$ cat config.mk
export PLATFORM = sky130hd
export DESIGN_NAME = ifu_fetch
export DESIGN_NICKNAME = d
export VERILOG_FILES = /design/src/rtl/ifu_fetch.sv
export SDC_FILE = /design/constraint.sdc
export NUM_CORES = 1
export LEC_CHECK = 0
export CAP_MARGIN = 10
export CORE_MARGIN = 3
export CORE_UTILIZATION = 40
export CTS_CLUSTER_DIAMETER = 200
export DETAILED_ROUTE_END_ITERATION = 16
export PLACE_DENSITY_LB_ADDON = 0.25
export SLEW_MARGIN = 20
export SYNTH_ARGS = -nofsm -noshare
export SYNTH_HDL_FRONTEND = slang
export SYNTH_SLANG_ARGS = --single-unit
$ cat constraint.sdc
create_clock -name clk -period 3.1 [get_ports clk]
set_clock_uncertainty 0.1 [all_clocks]
set_input_delay 0.62 -clock clk [delete_from_list [all_inputs] [get_ports clk]]
set_output_delay 0.62 -clock clk [all_outputs]
set_load 0.02 [all_outputs]
$ cat src/rtl/ifu_fetch.sv
// Instruction fetch stage: owns the fetch PC, issues icache reads, retries
// refill-only completions, drops responses made stale by redirects, and buffers words for decode.
module ifu_fetch #(
  parameter logic [63:0] RESET_PC = 64'h0000_0000_8000_0000,
  parameter int          DEPTH    = 2
) (
  input  logic        clk,
  input  logic        rst,
  input  logic        redirect_valid,
  input  logic [63:0] redirect_pc,
  output logic        ic_valid,
  output logic [5:0]  ic_index,
  output logic [22:0] ic_tag,
  output logic [2:0]  ic_offset,
  input  logic        ic_addr_ok,
  input  logic        ic_data_ok,
  input  logic [31:0] ic_rdata,
  output logic        inst_valid,
  input  logic        inst_ready,
  output logic [31:0] inst,
  output logic [63:0] inst_pc
);

  localparam int PW = $clog2(DEPTH);
  localparam int CW = $clog2(DEPTH + 1);
  localparam logic [CW-1:0] DEPTH_C = CW'(DEPTH);

  typedef enum logic [1:0] {
    S_RESET,
    S_FETCH,
    S_WAIT,
    S_DROP
  } state_t;

  state_t        state_reg, state_next;
  logic [63:0]   pc_reg, pc_next;
  logic [63:0]   req_pc_reg;
  logic [CW-1:0] count_reg, count_next;
  logic [PW-1:0] rd_ptr_reg, wr_ptr_reg;
  logic [63:0]   mem_pc   [DEPTH];
  logic [31:0]   mem_inst [DEPTH];
  logic          push, pop, flush;

  // The icache indexes with the live address during refill, so it always follows req_pc.
  assign ic_index   = req_pc_reg[8:3];
  assign ic_tag     = req_pc_reg[31:9];
  assign ic_offset  = {req_pc_reg[2], 2'b00};

  assign inst_valid = (count_reg != '0);
  assign inst       = mem_inst[rd_ptr_reg];
  assign inst_pc    = mem_pc[rd_ptr_reg];

  always_comb begin
    state_next = state_reg;
    pc_next    = pc_reg;
    ic_valid   = 1'b0;
    push       = 1'b0;
    flush      = 1'b0;
    case (state_reg)
      S_RESET: state_next = S_FETCH;
      S_FETCH: begin
        ic_valid = (count_reg < DEPTH_C);
        if (ic_valid && ic_addr_ok)
          state_next = redirect_valid ? S_DROP : S_WAIT;
      end
      S_WAIT: begin
        // A bare addr_ok here re-accepts the held request, so staying put is the retry.
        ic_valid = 1'b1;
        if (ic_data_ok) begin
          state_next = S_FETCH;
          push       = !redirect_valid;
          pc_next    = req_pc_reg + 64'd4;
        end else if (redirect_valid) begin
          state_next = S_DROP;
        end
      end
      S_DROP: begin
        if (ic_data_ok || ic_addr_ok)
          state_next = S_FETCH;
      end
      default: state_next = S_RESET;
    endcase
    if (redirect_valid && (state_reg != S_RESET)) begin
      flush   = 1'b1;
      pc_next = redirect_pc & ~64'h3;
    end
  end

  assign pop = inst_valid && inst_ready && !flush;

  always_comb begin
    count_next = count_reg;
    if (flush) begin
      count_next = '0;
    end else begin
      case ({push, pop})
        2'b10:   count_next = count_reg + CW'(1);
        2'b01:   count_next = count_reg - CW'(1);
        default: count_next = count_reg;
      endcase
    end
  end

  always_ff @(posedge clk or negedge rst) begin
    if (!rst) begin
      state_reg  <= S_RESET;
      pc_reg     <= RESET_PC;
      req_pc_reg <= RESET_PC;
      count_reg  <= '0;
      rd_ptr_reg <= '0;
      wr_ptr_reg <= '0;
    end else begin
      state_reg <= state_next;
      pc_reg    <= pc_next;
      count_reg <= count_next;
      // Entering or staying in FETCH always presents the current fetch PC.
      if (state_next == S_FETCH)
        req_pc_reg <= pc_next;
      if (flush) begin
        rd_ptr_reg <= '0;
        wr_ptr_reg <= '0;
      end else begin
        if (push)
          wr_ptr_reg <= wr_ptr_reg + PW'(1);
        if (pop)
          rd_ptr_reg <= rd_ptr_reg + PW'(1);
      end
    end
  end

  always_ff @(posedge clk or negedge rst) begin
    if (!rst) begin
      for (int i = 0; i < DEPTH; i++) begin
        mem_pc[i]   <= '0;
        mem_inst[i] <= '0;
      end
    end else if (push) begin
      mem_pc[wr_ptr_reg]   <= req_pc_reg;
      mem_inst[wr_ptr_reg] <= ic_rdata;
    end
  end

endmodule

==> results.txt, run 1 <==
- VDD sags by at most 0.580 mV.
* Largest fanout of any net on the critical path: 38
* Critical Path Source Type: flip-flop
- Number of hold buffers added after cts: 0
* Pre-antenna DRT Iters: 5
- Vias post-DR: 11.7k
- The floorplan step defined a die boundary enclosing 42,200 µm².
* Crit path cell chain: buf_12 > mux2_2 > clkdlybuf4s50_1
- Port buffering added 227 buffers.
* Post-route DRC: 0
* Result of the run: finished with violations
- In the finished design, the share of the clock period the worst path needs comes to 95.5%.
* Synth Cell Area: 15,900 µm²
- Number of antenna violations at the first check in global routing: 0
* Flip-flop count of the largest register after layout: 128
- Die X-Extent: 205 µm
- Critical path's largest stage delay: 540 ps
- Antenna fix cells: 0
- Data arrival time of the critical path: 2240 ps
* Number of enable flip-flop cells after synthesis: 0
- Dividing the detail-routed wire length by the instance count gives 20.1 µm.
- Across all hold checks on the routed design, the worst slack comes to -9.86 ps.
- Source of the worst register-to-register timing path: req_pc_reg[6]
- Post-Synthesis Mean Instance Area: 11.5 µm²
- Count of state elements after synthesis: 326
* Type of destination of the critical path: output port
- Counting flops with an async set or reset pin after synthesis yields a share of 100%.
- Top layer used by detailed routing: met4
* Worst-Skew Late Latency: 550 ps
- FF-to-FF setup slack: 280 ps
- Starting Density: 40.8%
* TritonCTS clock tree: done
* Clock-pin slew on the worst setup and hold paths: 50 ps
- Final Power: 20,100 µW
- Cell chosen for the clock root: sky130_fd_sc_hd__clkbuf_16
* Crit Reg-Reg Endpoint: req_pc_reg[61]
- For this design the top-level I/O count stands at 232.
* Minimum clock period after layout: 2960 ps
- The via count of the first global-routing pass is 12.0k.
* Crit path required time: 2380 ps
- The Yosys step of the flow raised 0 warnings.
- In this run the worst setup path begins at rd_ptr_reg.
* Sink count of the clock tree: 326
- Relative to the synthesized area, the layout overhead comes to 27.5%.
- The detailed router finished its first iteration with 593 violations.
- Pwr/cell area: 992 nW/µm²
- The hold violation total from the final report is 16.
- Max Fclk: 0.338 GHz
* Setup CP Type: flip-flop to output port
* Slew at the pin closest to its max-slew limit: 753 ps
- In this run the power spent charging and discharging nets is 7120 µW.
- Entering global routing, the biggest net connects 83 pins.
- The routed design has 43,000 µm of wire.
* Worst slew margin: 49.8%
- The tool flagged a number of max-cap violations equal to 0.
- Fin Setup TNS: 0 ps
- Of the synthesized area, sequential elements account for 51.3%.
- After legalization and detailed placement, the total HPWL measured 29,600 µm.
* Leak pwr: 0.00871 µW
- The total area inside the core boundary comes to 39,000 µm².
* Logic depth of the worst register-to-register path: 6
- Total routed wire length on the met1 layer: 19,600 µm
* Slew Limit Fails: 0
- Via/cell ratio: 5.45
- The critical path ends at inst_pc[28].
- The final reports fail on negative hold slack.
- In the global route stage, overall resource usage came out at 20.3%.
- Of the cells placed in the final design, the portion with a size suffix greater than 1 is 28.4%.
* Portion of total power attributed to sequential cells: 34.5%
* Final GP Congestion: 0.847
- Row Count: 72
- First-pass GRT wire length: 67,500 µm
* Length of routed met3 wiring: 2130 µm
- Post-route ant nets: 0
* Total number of nets in the final design: 1,709
- Number of library cell types mapped by synthesis: 61
- Switching share of power: 35.4%
* Most common flop cell mapped by yosys: sky130_fd_sc_hd__dfrtp_1
- Clock tree synthesis inserted a total of 38 buffers.
- Internal: 13,000 µW
* Max stage delay cell, worst path: sky130_fd_sc_hd__clkdlybuf4s50_1
- More flip-flops sit in one register than any other, and that register is mem_pc.
- Global routing finished with a remaining overflow of 0.
- Utilization after layout: 52.0%
- Die height: 205 µm
- Maximum root-to-sink buffer count: 3
- Setup repair after global routing missed its margin: no
* Instance count of the mapped netlist: 1,385
- In this run, the combinational gates consume 43.4% of the power.
- In this run the number of H-tree levels came out at 2.
* Type of the most critical hold path: primary input to async pin
* Final count of negative-setup-slack endpoints: 0
- Met2 wirelength from detailed routing: 20,200 µm
- Share of power burned in the clock network: 22.1%
[metrics by stage]
| stage | setup WS (ps) | instance area, µm² | hold WS (ps) | instances |
|---|---|---|---|---|
| final | 141 | 20300 | -9.86 | 2141 |
| after global routing | 30.4 | 20300 | 18.9 | 2141 |
| after CTS | 88.4 | 20300 | 10.9 | 2141 |
| after detailed placement | 221 | 19000 | 367 | 2076 |
| after global placement | 235 | 19000 | 359 | 2076 |
| after floorplan | 504 | 15900 | 224 | 1386 |
[cell usage in the layout, fill, tap and decap left out, drive strengths merged, types with 15 or more instances in the layout]
cell type	Yosys	final
a21oi	61	61
nand4	26	26
xnor2	29	29
nor4	15	15
a22oi	26	26
nor2	50	50
o22ai	17	17
buf	50	78
clkdlybuf4s50	0	226
dfrtp	324	324
clkbuf	80	58
nor3	22	22
inv	15	15
mux2	308	308
xor2	17	17
o21ai	82	82
nand2	89	89
nand3	38	38
[cells in the mapped netlist (all sizes together) (26+ instances only)]
| master | number | area [µm²] |
|---|---|---|
| clkbuf | 80 | 302 |
| nand2 | 89 | 334 |
| a22oi | 26 | 195 |
| xnor2 | 29 | 254 |
| o21ai | 82 | 410 |
| a21oi | 61 | 305 |
| nand4 | 26 | 163 |
| nor2 | 50 | 188 |
| nand3 | 38 | 208 |
| buf | 50 | 328 |
| mux2 | 308 | 3470 |
| dfrtp | 324 | 8110 |
[power by group through the flow]
stage	combinational (µW)	clock, µW	sequential [µW]
floorplan	5720	0	6610
global placement	8630	0	6940
detailed placement	8770	0	7030
CTS	8830	4580	6950
global route	9470	4770	7170
finish	8730	4450	6950
[worst max-delay path, delay by kind of cell (launching register included)]
kind                   cells  cell delay (ps)
buffers and inverters      2              770
flip-flops                 1              480
multiplexers               1              390
[what timing repair did]
action | in CTS | in global routing
hold endpoints to repair | 0 | 0
setup buffers | 2 | 0
gates resized for setup | 1 | 0
endpoints found under the setup margin | 58 | 0
[cell type report]
cell class | count | area (µm²)
well taps | 518 | 648
flip-flops and latches | 326 | 8160
clock buffers | 58 | 1150
fillers | 3433 | 18700
clock inverters | 5 | 82.6
inverters | 15 | 56.3
repair buffers | 304 | 3080
multi-input cells | 915 | 7110
[worst min path at each step]
stage	endpoint	slack, ps	cells after the start
6_report	mem_inst[26]	-10	1
5_1_grt	mem_pc[77]	20	1
4_1_cts	mem_inst[58]	10	1
3_5_place_dp	mem_pc[62]	370	2
3_3_place_gp	mem_pc[62]	360	2
2_1_floorplan	count_reg[0]	220	0
[metal layers]
metal,vias up,GRT usage (%)
met5,-,0
met4,0,5.88
met3,70,3.81
met2,307,33.1
met1,5877,27.8
li1,5414,-
[logic make-up after synthesis]
| family | Yosys count | synth area share [%] |
|---|---|---|
| fa+ha+maj | 7 | 0.550 |
| mux | 312 | 22.0 |
| xor+xnor | 46 | 2.53 |
| flops | 326 | 51.3 |
| compound gates | 260 | 10.2 |
| other cells | 1 | 0.0236 |
| buf+inv | 145 | 4.31 |
| simple gates | 288 | 9.09 |
Note: power is estimated with default switching activity, not from simulation.
==> run 2, diff against run 1 <==
--- a/config.mk
+++ b/config.mk
@@ -6,7 +6,8 @@
 export NUM_CORES = 1
 export LEC_CHECK = 0
 export CAP_MARGIN = 10
-export CORE_MARGIN = 3
+export CELL_PAD_IN_SITES_DETAIL_PLACEMENT = 0
+export CELL_PAD_IN_SITES_GLOBAL_PLACEMENT = 1
 export CORE_UTILIZATION = 40
 export CTS_CLUSTER_DIAMETER = 200
 export DETAILED_ROUTE_END_ITERATION = 16
==> run 2 against run 1 <==
- the run now ends clean
- setup slack worse by 120 ps
- critical path type unchanged
- critical endpoint is now inst_pc[4]
- die area down 3.9%
- worst hold slack better by 390 ps
- sequential cell count unchanged
==> results.txt, run 2 (synthesis results as in run 1) <==
- In this run the worst path has a maximum fanout of 63.
- Max stage delay cell, worst path: sky130_fd_sc_hd__clkdlybuf4s50_1
- The design draws 19,800 µW.
- The longest clock path from root to sink contains 3 buffers.
* Clock-pin slew on the worst setup and hold paths: 60 ps
- The floorplan step set the die width to 201 µm.
- Entering global routing, the biggest net connects 73 pins.
* Die height: 201 µm
- After detailed routing, the average wire length per cell comes to 19.9 µm.
- Total number of nets in the final design: 1,707
- Once detail routing completed, the nets flagged for antenna violations numbered 0.
- Summed over all nets, the half-perimeter wirelength after detailed placement is 28,600 µm.
- Register containing the most flip-flops in the final layout: mem_pc
* Number of H-tree levels: 2
* Vias post-DR: 11.6k
- Along the worst hold path, the cell count comes to 2.
- For the worst setup path, the data arrival time is 2360 ps.
* Capture endpoint of the worst hold path: mem_pc[19]
- Buffer and inverter count on the worst path: 2
* Leak pwr: 0.00868 µW
- Across every metal layer, demand over resource in global routing totals 21.3%.
* Flip-flop count of the largest register after layout: 128
* Ratio of cells with drive above 1 in the final layout: 28.2%
- Compared with the post-synthesis result, the final layout area differs by 26.6%.
- Vias in the first global route: 11.9k
* Launch point of the worst hold path: mem_pc[19]
- For the finished layout, the period the worst path requires is 3080 ps.
- Worst-Skew Late Latency: 550 ps
* Largest vdd supply drop: 0.500 mV
- Crit Reg-Reg Endpoint: req_pc_reg[58]
- The min-delay analysis places its worst path in the category flip-flop to flip-flop.
- Post-CTS timing repair inserted 0 buffers for setup.
- During placement, the flow inserted port buffers numbering 227.
- Fillcell total: 3,539
- The hold violation total from the final report was 0.
- Clock tree synthesis inserted a total of 38 buffers.
- Summed over all failing endpoints, the final setup total negative slack is 0 ps.
* Final design instance area without fill: 20,200 µm²
- Total grt overflow: 0
- Row Count: 72
- FF-to-FF setup slack: 300 ps
- Max_cap viols: 0
- The first global-routing pass estimated 68,100 µm of wire.
- Starting Density: 40.9%
* Setup CP Type: flip-flop to output port
- Type of destination of the critical path: output port
* Cell class contributing the biggest share of worst-path delay: buffers and inverters
- Number of antenna violations at the first check in global routing: 3
- Utilization after layout: 51.8%
- After detailed routing, the number of vias per cell comes to 5.42.
- Measured in cells, the most critical reg-to-reg path has a length of 9.
- The first routing iteration left 541 violations.
* Setup repair after global routing missed its margin: no
- DRT Wirelength: 42,500 µm
* Crit path required time: 2380 ps
- Critical Path Source Type: flip-flop
- On the worst path, the slowest cell contributes a delay of 540 ps.
- Source of the worst register-to-register timing path: req_pc_reg[3]
- The floorplan step defined a core boundary enclosing 38,900 µm².
- For the pin with the worst max-slew slack, the measured transition is 709 ps.
- Final GP Congestion: 0.841
- The clock drives 326 sinks.
- Max Fclk: 0.324 GHz
- Setup violations remaining at the end of the flow were counted as 0.
- For this design the top-level I/O count stands at 232.
* Result of the run: finished clean
- TritonCTS clock tree: done
- For this run, design rule violations remaining after detail routing come to 0.
- The tree is rooted in a sky130_fd_sc_hd__clkbuf_16.
* Leading cell type in the layout, fill and taps excluded: sky130_fd_sc_hd__dfrtp_1
- Die area: 40,600 µm²
* Slew Limit Fails: 0
- Hold timing on the final database bottoms out at a slack of 378 ps.
* Cell area reported after detailed placement: 19,000 µm²
* Worst slew margin: 52.3%
- For this design the ratio of total power to cell area is 982 nW/µm².
- Part of the cycle the worst path needs: 99.5%
- Crit path cell chain: buf_16 > mux2_2 > clkdlybuf4s50_1
- Before antenna repair, the detailed router went through 7 iterations.
- Commonest non-fill, non-tap cells in the layout: sky130_fd_sc_hd__dfrtp_1, sky130_fd_sc_hd__mux2_2, sky130_fd_sc_hd__clkdlybuf4s50_1, sky130_fd_sc_hd__nand2_1, sky130_fd_sc_hd__o21ai_0
run 2: changes by cell type in the layout (fill, tap and decap cells not counted), sizes merged, moves of 2 or more:
cell and change:
clkbuf -4, clkinv +4, buf -3, clkinvlp -3
diode +2
run 2: worst reg2reg max path, delay by kind of cell (launching register included):
kind | cells | cell delay, ps
adder cells (fa/ha/maj) | 1 | 260
flip-flops | 1 | 340
AO/OA/AOI/OAI | 2 | 310
buffers and inverters | 2 | 400
AND/OR/NAND/NOR | 4 | 1320
run 2: what timing repair did:
item                                    CTS  global route
hold buffers                              1             0
endpoints found under the setup margin   32             7
resized for setup                         1             2
cloned                                    0             0
pin swaps                                 0             0
endpoints found under the hold margin    63             0
run 2: how the worst max path moves through the flow:
stage / from / end / depth (start not counted)
global route: rd_ptr_reg / inst_pc[42] / 3
detailed placement: redirect_valid / req_pc_reg[34] / 8
global placement: redirect_valid / req_pc_reg[39] / 8
CTS: rd_ptr_reg / inst_pc[43] / 3
floorplan: req_pc_reg[4] / req_pc_reg[61] / 9
finish: rd_ptr_reg / inst_pc[4] / 3
run 2: stage by stage:
step / cells / worst slack, ps
finish: 2138 / 16.6
global route: 2137 / 0.276
CTS: 2136 / 1.20
detailed placement: 2075 / 256
global placement: 2075 / 288
floorplan: 1386 / 504
run 2: power by group:
| part | leakage [µW] | total [µW] | switching, µW | internal [µW] |
|---|---|---|---|---|
| clock network | 0.000569 | 4230 | 1720 | 2510 |
| registers | 0.00417 | 6890 | 1030 | 5870 |
| logic | 0.00395 | 8680 | 4310 | 4370 |
| total | 0.00868 | 19800 | 7050 | 12800 |
run 2: layout make-up:
cell class | count | area, µm² | area share (%)
clock buffers | 54 | 1090 | 5.42
inverters | 15 | 56.3 | 0.279
repair buffers | 302 | 3020 | 15.0
well taps | 518 | 648 | 3.22
flip-flops and latches | 326 | 8160 | 40.5
diodes | 2 | 5.00 | 0.0248
clock inverters | 6 | 58.8 | 0.292
multi-input cells | 915 | 7110 | 35.3
run 2: routing by layer:
metal  global-route usage, %  part of all wire, %  vias to the layer above  wire (µm)
met1                    29.7                   46                     5878      19700
met3                    4.29                  5.0                       58       2110
li1                        -                    -                     5400          -
met2                    33.6                   47                      248      19800
met4                    5.95                  2.0                        2        836
met5                       0                0.024                        -         10
